$ cat src/rtl/inst_mem_loader_if.sv
// Byte-stream handshake between a boot byte source and inst_mem_loader.
// master = byte source, slave = loader.
interface inst_mem_loader_if;
  logic       rx_valid_i;
  logic [7:0] rx_data_i;
  logic       rx_ready_o;

  modport master (
    output rx_valid_i,
    output rx_data_i,
    input  rx_ready_o
  );

  modport slave (
    input  rx_valid_i,
    input  rx_data_i,
    output rx_ready_o
  );
endinterface

$ cat src/rtl/inst_mem_loader.sv
// Boot-time instruction memory loader.
// Receives a length-prefixed byte stream (N[7:0], N[15:8], then 4*N data bytes),
// packs little-endian 32-bit words and writes them from address 0 upward. Owns the
// memory address/write port while busy; otherwise the core PC drives the address.
// Optional feature: define INST_LOADER_CHECKSUM_EN to expect one trailing XOR
// checksum byte over the length and data bytes; err_o flags a mismatch.
module inst_mem_loader #(
  parameter int unsigned MEM_BYTES = 1024
) (
  input  logic                    clk,
  input  logic                    rst_n,
  input  logic                    start_i,
  inst_mem_loader_if.slave        rx,
  input  logic [31:0]             pc_i,
  output logic [31:0]             mem_addr_o,
  output logic [31:0]             mem_wdata_o,
  output logic                    mem_wr_en_o,
  output logic                    cpu_hold_o,
  output logic                    busy_o,
  output logic                    done_o,
  output logic                    ovf_o,
  output logic                    err_o
);

  localparam logic [16:0] MEM_WORDS = 17'(MEM_BYTES / 4);

`ifdef INST_LOADER_CHECKSUM_EN
  localparam logic CSUM_EN = 1'b1;
`else
  localparam logic CSUM_EN = 1'b0;
`endif

  typedef enum logic [2:0] {
    S_IDLE,
    S_LEN_LO,
    S_LEN_HI,
    S_DATA,
    S_WRITE,
    S_CSUM,
    S_DONE
  } state_t;

  // State entered once the last data word is written (or N = 0).
  localparam state_t S_TAIL = CSUM_EN ? S_CSUM : S_DONE;

  state_t      state_q;
  logic        rx_ready_q;
  logic        busy_q;
  logic        wr_en_q;
  logic        done_q;
  logic        ovf_q;
  logic [31:0] wdata_q;
  logic [31:0] addr_q;
  logic [15:0] count_q;
  logic [15:0] len_q;
  logic [1:0]  byte_idx_q;
  logic        xfer;
  logic [15:0] len_full;

`ifdef INST_LOADER_CHECKSUM_EN
  logic [7:0]  csum_q;
  logic        err_q;
`endif

  assign xfer     = rx.rx_valid_i & rx_ready_q;
  assign len_full = {rx.rx_data_i, len_q[7:0]};

  // Load sequencer; all handshake and status outputs are registered alongside the state.
  always_ff @(posedge clk or negedge rst_n) begin
    if (!rst_n) begin
      state_q    <= S_IDLE;
      rx_ready_q <= 1'b0;
      busy_q     <= 1'b0;
      wr_en_q    <= 1'b0;
      done_q     <= 1'b0;
      ovf_q      <= 1'b0;
      wdata_q    <= '0;
      addr_q     <= '0;
      count_q    <= '0;
      len_q      <= '0;
      byte_idx_q <= '0;
`ifdef INST_LOADER_CHECKSUM_EN
      csum_q     <= '0;
      err_q      <= 1'b0;
`endif
    end else begin
      case (state_q)
        S_IDLE, S_DONE: begin
          if (start_i) begin
            state_q    <= S_LEN_LO;
            rx_ready_q <= 1'b1;
            busy_q     <= 1'b1;
            done_q     <= 1'b0;
            ovf_q      <= 1'b0;
            count_q    <= '0;
            addr_q     <= '0;
`ifdef INST_LOADER_CHECKSUM_EN
            err_q      <= 1'b0;
`endif
          end
        end

        S_LEN_LO: begin
          if (xfer) begin
            len_q[7:0] <= rx.rx_data_i;
            state_q    <= S_LEN_HI;
`ifdef INST_LOADER_CHECKSUM_EN
            csum_q     <= rx.rx_data_i;
`endif
          end
        end

        S_LEN_HI: begin
          if (xfer) begin
            len_q[15:8] <= rx.rx_data_i;
            ovf_q       <= ({1'b0, len_full} > MEM_WORDS);
            byte_idx_q  <= '0;
`ifdef INST_LOADER_CHECKSUM_EN
            csum_q      <= csum_q ^ rx.rx_data_i;
`endif
            if (len_full == '0) begin
              state_q    <= S_TAIL;
              rx_ready_q <= CSUM_EN;
              busy_q     <= CSUM_EN;
              done_q     <= ~CSUM_EN;
            end else begin
              state_q <= S_DATA;
            end
          end
        end

        S_DATA: begin
          if (xfer) begin
            wdata_q[{byte_idx_q, 3'b000} +: 8] <= rx.rx_data_i;
            byte_idx_q <= byte_idx_q + 2'd1;
`ifdef INST_LOADER_CHECKSUM_EN
            csum_q     <= csum_q ^ rx.rx_data_i;
`endif
            if (byte_idx_q == 2'd3) begin
              state_q    <= S_WRITE;
              rx_ready_q <= 1'b0;
              // Words beyond capacity are still consumed, but never written.
              wr_en_q    <= ({1'b0, count_q} < MEM_WORDS);
            end
          end
        end

        S_WRITE: begin
          wr_en_q <= 1'b0;
          addr_q  <= addr_q + 32'd4;
          count_q <= count_q + 16'd1;
          if (count_q + 16'd1 == len_q) begin
            state_q    <= S_TAIL;
            rx_ready_q <= CSUM_EN;
            busy_q     <= CSUM_EN;
            done_q     <= ~CSUM_EN;
          end else begin
            state_q    <= S_DATA;
            rx_ready_q <= 1'b1;
          end
        end

`ifdef INST_LOADER_CHECKSUM_EN
        S_CSUM: begin
          if (xfer) begin
            err_q      <= (rx.rx_data_i != csum_q);
            state_q    <= S_DONE;
            rx_ready_q <= 1'b0;
            busy_q     <= 1'b0;
            done_q     <= 1'b1;
          end
        end
`endif

        default: begin
          state_q    <= S_IDLE;
          rx_ready_q <= 1'b0;
          busy_q     <= 1'b0;
          wr_en_q    <= 1'b0;
        end
      endcase
    end
  end

  // Memory port ownership: loader address while busy, core fetch address otherwise.
  always_comb begin
    mem_addr_o = busy_q ? addr_q : pc_i;
  end

  assign rx.rx_ready_o = rx_ready_q;
  assign mem_wdata_o   = wdata_q;
  assign mem_wr_en_o   = wr_en_q;
  assign busy_o        = busy_q;
  assign cpu_hold_o    = busy_q;
  assign done_o        = done_q;
  assign ovf_o         = ovf_q;
`ifdef INST_LOADER_CHECKSUM_EN
  assign err_o         = err_q;
`else
  assign err_o         = 1'b0;
`endif

endmodule

$ cat src/flat_wrapper.sv
// flat-port wrapper written by rule: the top's interface ports become plain ports
module inst_mem_loader_flat 
#(
  parameter int unsigned MEM_BYTES = 1024
)
  (clk, rst_n, start_i, pc_i, mem_addr_o, mem_wdata_o, mem_wr_en_o, cpu_hold_o, busy_o, done_o, ovf_o, err_o, rx_rx_valid_i, rx_rx_data_i, rx_rx_ready_o);
  inst_mem_loader_if rx_i ();
  input  logic clk;
  input  logic rst_n;
  input  logic start_i;
  input  logic [31:0] pc_i;
  output logic [31:0] mem_addr_o;
  output logic [31:0] mem_wdata_o;
  output logic mem_wr_en_o;
  output logic cpu_hold_o;
  output logic busy_o;
  output logic done_o;
  output logic ovf_o;
  output logic err_o;
  input wire logic [$bits(rx_i.rx_valid_i)-1:0] rx_rx_valid_i;
  input wire logic [$bits(rx_i.rx_data_i)-1:0] rx_rx_data_i;
  output wire logic [$bits(rx_i.rx_ready_o)-1:0] rx_rx_ready_o;
  assign rx_i.rx_valid_i = rx_rx_valid_i;
  assign rx_i.rx_data_i = rx_rx_data_i;
  assign rx_rx_ready_o = rx_i.rx_ready_o;
  inst_mem_loader #(.MEM_BYTES(MEM_BYTES)) u_core (.clk(clk), .rst_n(rst_n), .start_i(start_i), .rx(rx_i), .pc_i(pc_i), .mem_addr_o(mem_addr_o), .mem_wdata_o(mem_wdata_o), .mem_wr_en_o(mem_wr_en_o), .cpu_hold_o(cpu_hold_o), .busy_o(busy_o), .done_o(done_o), .ovf_o(ovf_o), .err_o(err_o));
endmodule
$ cat config.mk
export PLATFORM = sky130hd
export DESIGN_NAME = inst_mem_loader_flat
export DESIGN_NICKNAME = d
export VERILOG_FILES = /design/src/rtl/inst_mem_loader_if.sv /design/src/rtl/inst_mem_loader.sv /design/src/flat_wrapper.sv
export SDC_FILE = /design/constraint.sdc
export NUM_CORES = 1
export LEC_CHECK = 0
export ABC_AREA = 0
export CAP_MARGIN = 20
export CORE_MARGIN = 2
export CORE_UTILIZATION = 35
export CTS_CLUSTER_SIZE = 30
export DETAILED_ROUTE_END_ITERATION = 7
export DONT_BUFFER_PORTS = 1
export PLACE_DENSITY_LB_ADDON = 0.05
export SKIP_LAST_GASP = 1
export SYNTH_ARGS = -nofsm -noshare
export SYNTH_HDL_FRONTEND = slang
export SYNTH_SLANG_ARGS = --single-unit
$ cat constraint.sdc
create_clock -name clk -period 5.7 [get_ports clk]
set_clock_uncertainty 0.1 [all_clocks]
set_input_delay 0.855 -clock clk [delete_from_list [all_inputs] [get_ports clk]]
set_output_delay 0.855 -clock clk [all_outputs]
set_load 0.01 [all_outputs]
==> impl_metrics.py <==
metrics = {
    "status": {
        "status": "completed",
    },
    "power_and_ir_drop": {
        "clkPwrFrac": 0.204,
        "combinationalPowerShare": 0.329,
        "p_per_area_mw_per_mm2": 518,
        "max-vdd-ir-drop_mv": 0.175,
        "p_seq_frac": 0.467,
        "p_int_uw": 1880,
        "swShare": 0.417,
        "switchingPower_uw": 1340,
        "leakagePower_uw": 0.00252,
    },
    "timing": {
        "fin_crit_sh": 0.481,
        "finalSetupViolCount": 0,
        "tns_ns": 0,
        "hold_viol": 0,
        "rsz0062_at_grt": "no",
        "fmax_mhz": 365,
        "tightest_slew_ns": 1.11,
        "setup_ws_ns": 2.96,
        "relSlewSlack": 0.257,
        "final.min_clock_period_ns": 2.74,
        "slew_violations": 0,
    },
    "route": {
        "drc": 0,
        "postRouteAntennaNets": 0,
        "vias_per_cell": 5.44,
        "dr_total_vias": 4506,
        "first_iter_violations": 264,
        "firstDrtPassIters": 5,
        "routed_wl_mm": 15.2,
        "wl_per_cell_um": 18.3,
    },
    "logic_synthesis": {
        "syn_area_mm2": 0.00576,
        "yosys_warnings": 0,
        "syn_area_per_cell_um2": 9.16,
        "yosys_most_used_dff": "dfrtp_1",
        "synth_edf_count": 0,
        "synth_commonest_cells": "nand2_1 (107), dfrtp_1 (104), o21ai_0 (88)",
        "seq_area_frac_synth": 0.452,
        "async_flop_share": 1.00,
        "syn-num-nets": 680,
        "synth-seq-cells": 104,
        "yosysTopAreaCellShare": 0.452,
        "netlist-cell-type-count": 51,
        "syn_inst": 628,
        "synthTopCellsByArea": "dfrtp_1 (45%), mux2_2 (9.2%), o21ai_0 (7.7%), nand2_1 (7.0%), nand3_1 (3.5%)",
        "yosys.cell_count.top_type": "nand2_1",
        "yosys.area.top_type": "dfrtp_1",
    },
    "floorplanning": {
        "die_y_um": 132,
        "initial_utilization": 0.360,
        "fp.dieW_um": 132,
        "rows": 46,
        "die_area_mm2": 0.0175,
        "core-area_mm2": 0.0160,
        "ioPinCount": 115,
    },
    "worst_setup_path": {
        "cp_data_arrival_time_ns": 1.79,
        "critPathBufInv": 1,
        "rr_worst_depth": 6,
        "cp-start-kind": "register",
        "r2r_start": "u_core.state_q[2]",
        "slowest_delay_ns": 0.62,
        "path_delay_family": "flip-flops",
        "r2r_end": "u_core.addr_q[31]",
        "worst_path_max_delay_cell": "dfrtp_1",
        "required_ns": 4.74,
        "crit_path_end_kind": "output pin",
        "criticalPathCategory": "reg -> out",
        "r2r_setup_slack_ns": 3.08,
        "crit_path_cell_trace": "buf_4, mux2_2",
        "critical_path_peak_fanout": 24,
    },
    "cells_and_area": {
        "fin_area_mm2": 0.00621,
        "diodes": 0,
        "fin_nets": 659,
        "area_growth_pct": 7.89,
        "drive_gt1_frac": 0.129,
        "fillCellCount": 1638,
        "multi_input_area_mm2": 0.00296,
        "seq_area_mm2": 0.00260,
        "final_core_util": 0.388,
    },
    "worst_hold_path": {
        "worstHoldPathType": "in -> async",
    },
    "placement": {
        "placed_area_mm2": 0.00590,
        "gp_congestion": 0.814,
        "post-place-ws_ns": 2.88,
        "port_buffers": 0,
        "dp_hpwl_mm": 10.1,
    },
    "clocking": {
        "cts_tree": "built",
        "clk_path_buf_depth": 2,
        "clk_latency_ns": 0.35,
        "post_cts_buffers": 0,
        "cts_hold_buf": 0,
        "cts_root_buf": "clkbuf_16",
        "cts-resized-gates": 0,
        "cts.sinks": 104,
        "clk_pin_slew_ns": 0.08,
        "numCtsBuffers": 9,
        "h-tree-depth": 3,
    },
    "grt": {
        "grt_max_degree": 105,
        "gr-usage-met3": 0.0477,
        "grt_util_met1": 0.234,
        "grt_overflow": 0,
        "grtUsageMet2": 0.284,
        "track_usage": 0.178,
        "grt_pass1_vias": 4438,
        "antenna_found_initial": 0,
        "grt_pass1_wl_mm": 24.7,
        "top_usage_layer": "met2",
    },
    "job": {
        "maxCapViolCount": 0,
    },
}
[worst max path at each step]
stage                                 start                      to  slack [ns]  cells after the start
final                         u_core.busy_o           mem_addr_o[8]        2.96                      2
after global routing      u_core.state_q[2]       u_core.addr_q[31]        2.82                      6
after CTS                     u_core.busy_o           mem_addr_o[2]        2.89                      2
after detailed placement      rx_rx_valid_i  u_core.mem_wdata_o[31]        2.88                      5
after global placement        rx_rx_valid_i  u_core.mem_wdata_o[31]        2.96                      5
after floorplan               u_core.busy_o          mem_addr_o[10]        3.38                      3
[flip-flops by register name (all words and copies together) (netlist names)]
register / flops
u_core.addr_q: 30
u_core.busy_o: 1
u_core.byte_idx_q: 2
u_core.count_q: 16
u_core.done_o: 1
u_core.len_q: 16
u_core.mem_wdata_o: 32
u_core.mem_wr_en_o: 1
u_core.ovf_o: 1
u_core.rx.rx_ready_o: 1
u_core.state_q: 3
[layout make-up]
type,instances,share of cell area
clock buffers,9,0.0363
clock inverters,7,0.0137
inverters,10,0.00604
multi-input cells,478,0.477
flip-flops and latches,104,0.419
well taps,216,0.0435
repair buffers,4,0.00484
[worst register-to-register path, stage by stage (launching register included)]
cell	delay, ns
dfrtp_1	0.76
nor3b_2	0.36
nand4_1	0.22
nor3_1	0.48
nand2_1	0.26
o211ai_1	0.23
o31ai_1	0.11
[placed cells by master, fill, tap and decap left out, drive strengths merged, types with 3 or more instances in the layout]
cell / instances
nor2: 25
and4: 5
o211ai: 7
and2: 3
xor2: 10
nor3b: 5
nor4: 12
clkbuf: 9
nand2: 107
xnor2: 15
nand2b: 4
mux2i: 4
inv: 15
nand3: 41
buf: 4
mux2: 47
nor2b: 6
and3: 6
o22ai: 3
nand4: 19
ha: 8
a31oi: 6
nor3: 11
a21oi: 14
o31ai: 11
o21ai: 89
dfrtp: 104
[per-layer routing]
layer  wire [µm]  vias to the layer above
li1            -                     2205
met1        6840                     2150
met2        7100                      135
met3        1030                       16
met4         178                        0
met5           0                        -
[power groups by stage]
stage               Combinational [µW]  Clock (µW)  Sequential [µW]
global placement                  1050           0             1500
floorplan                         1010           0             1300
detailed placement                1070           0             1510
global route                      1210         707             1570
finish                            1060         656             1500
CTS                               1070         678             1500
[cells by family after synthesis]
family | after synthesis | synth area share
and+or+nand+nor | 252 | 0.220
AOI/OAI and AO/OA | 141 | 0.140
DFF | 104 | 0.452
muxes | 51 | 0.0989
buffers and inverters | 46 | 0.0337
xor gates and xnor gates | 25 | 0.0380
adders and majority gates | 8 | 0.0174
other | 1 | 0.000652
[per-stage QoR]
step	hold WS (ns)	total power (µW)	instances
2_1_floorplan	0.346	2310	628
3_3_place_gp	0.371	2550	812
3_5_place_dp	0.386	2580	812
4_1_cts	0.0771	3250	828
5_1_grt	0.0727	3490	828
6_report	0.0933	3220	828
(Power assumes the default switching activity.)
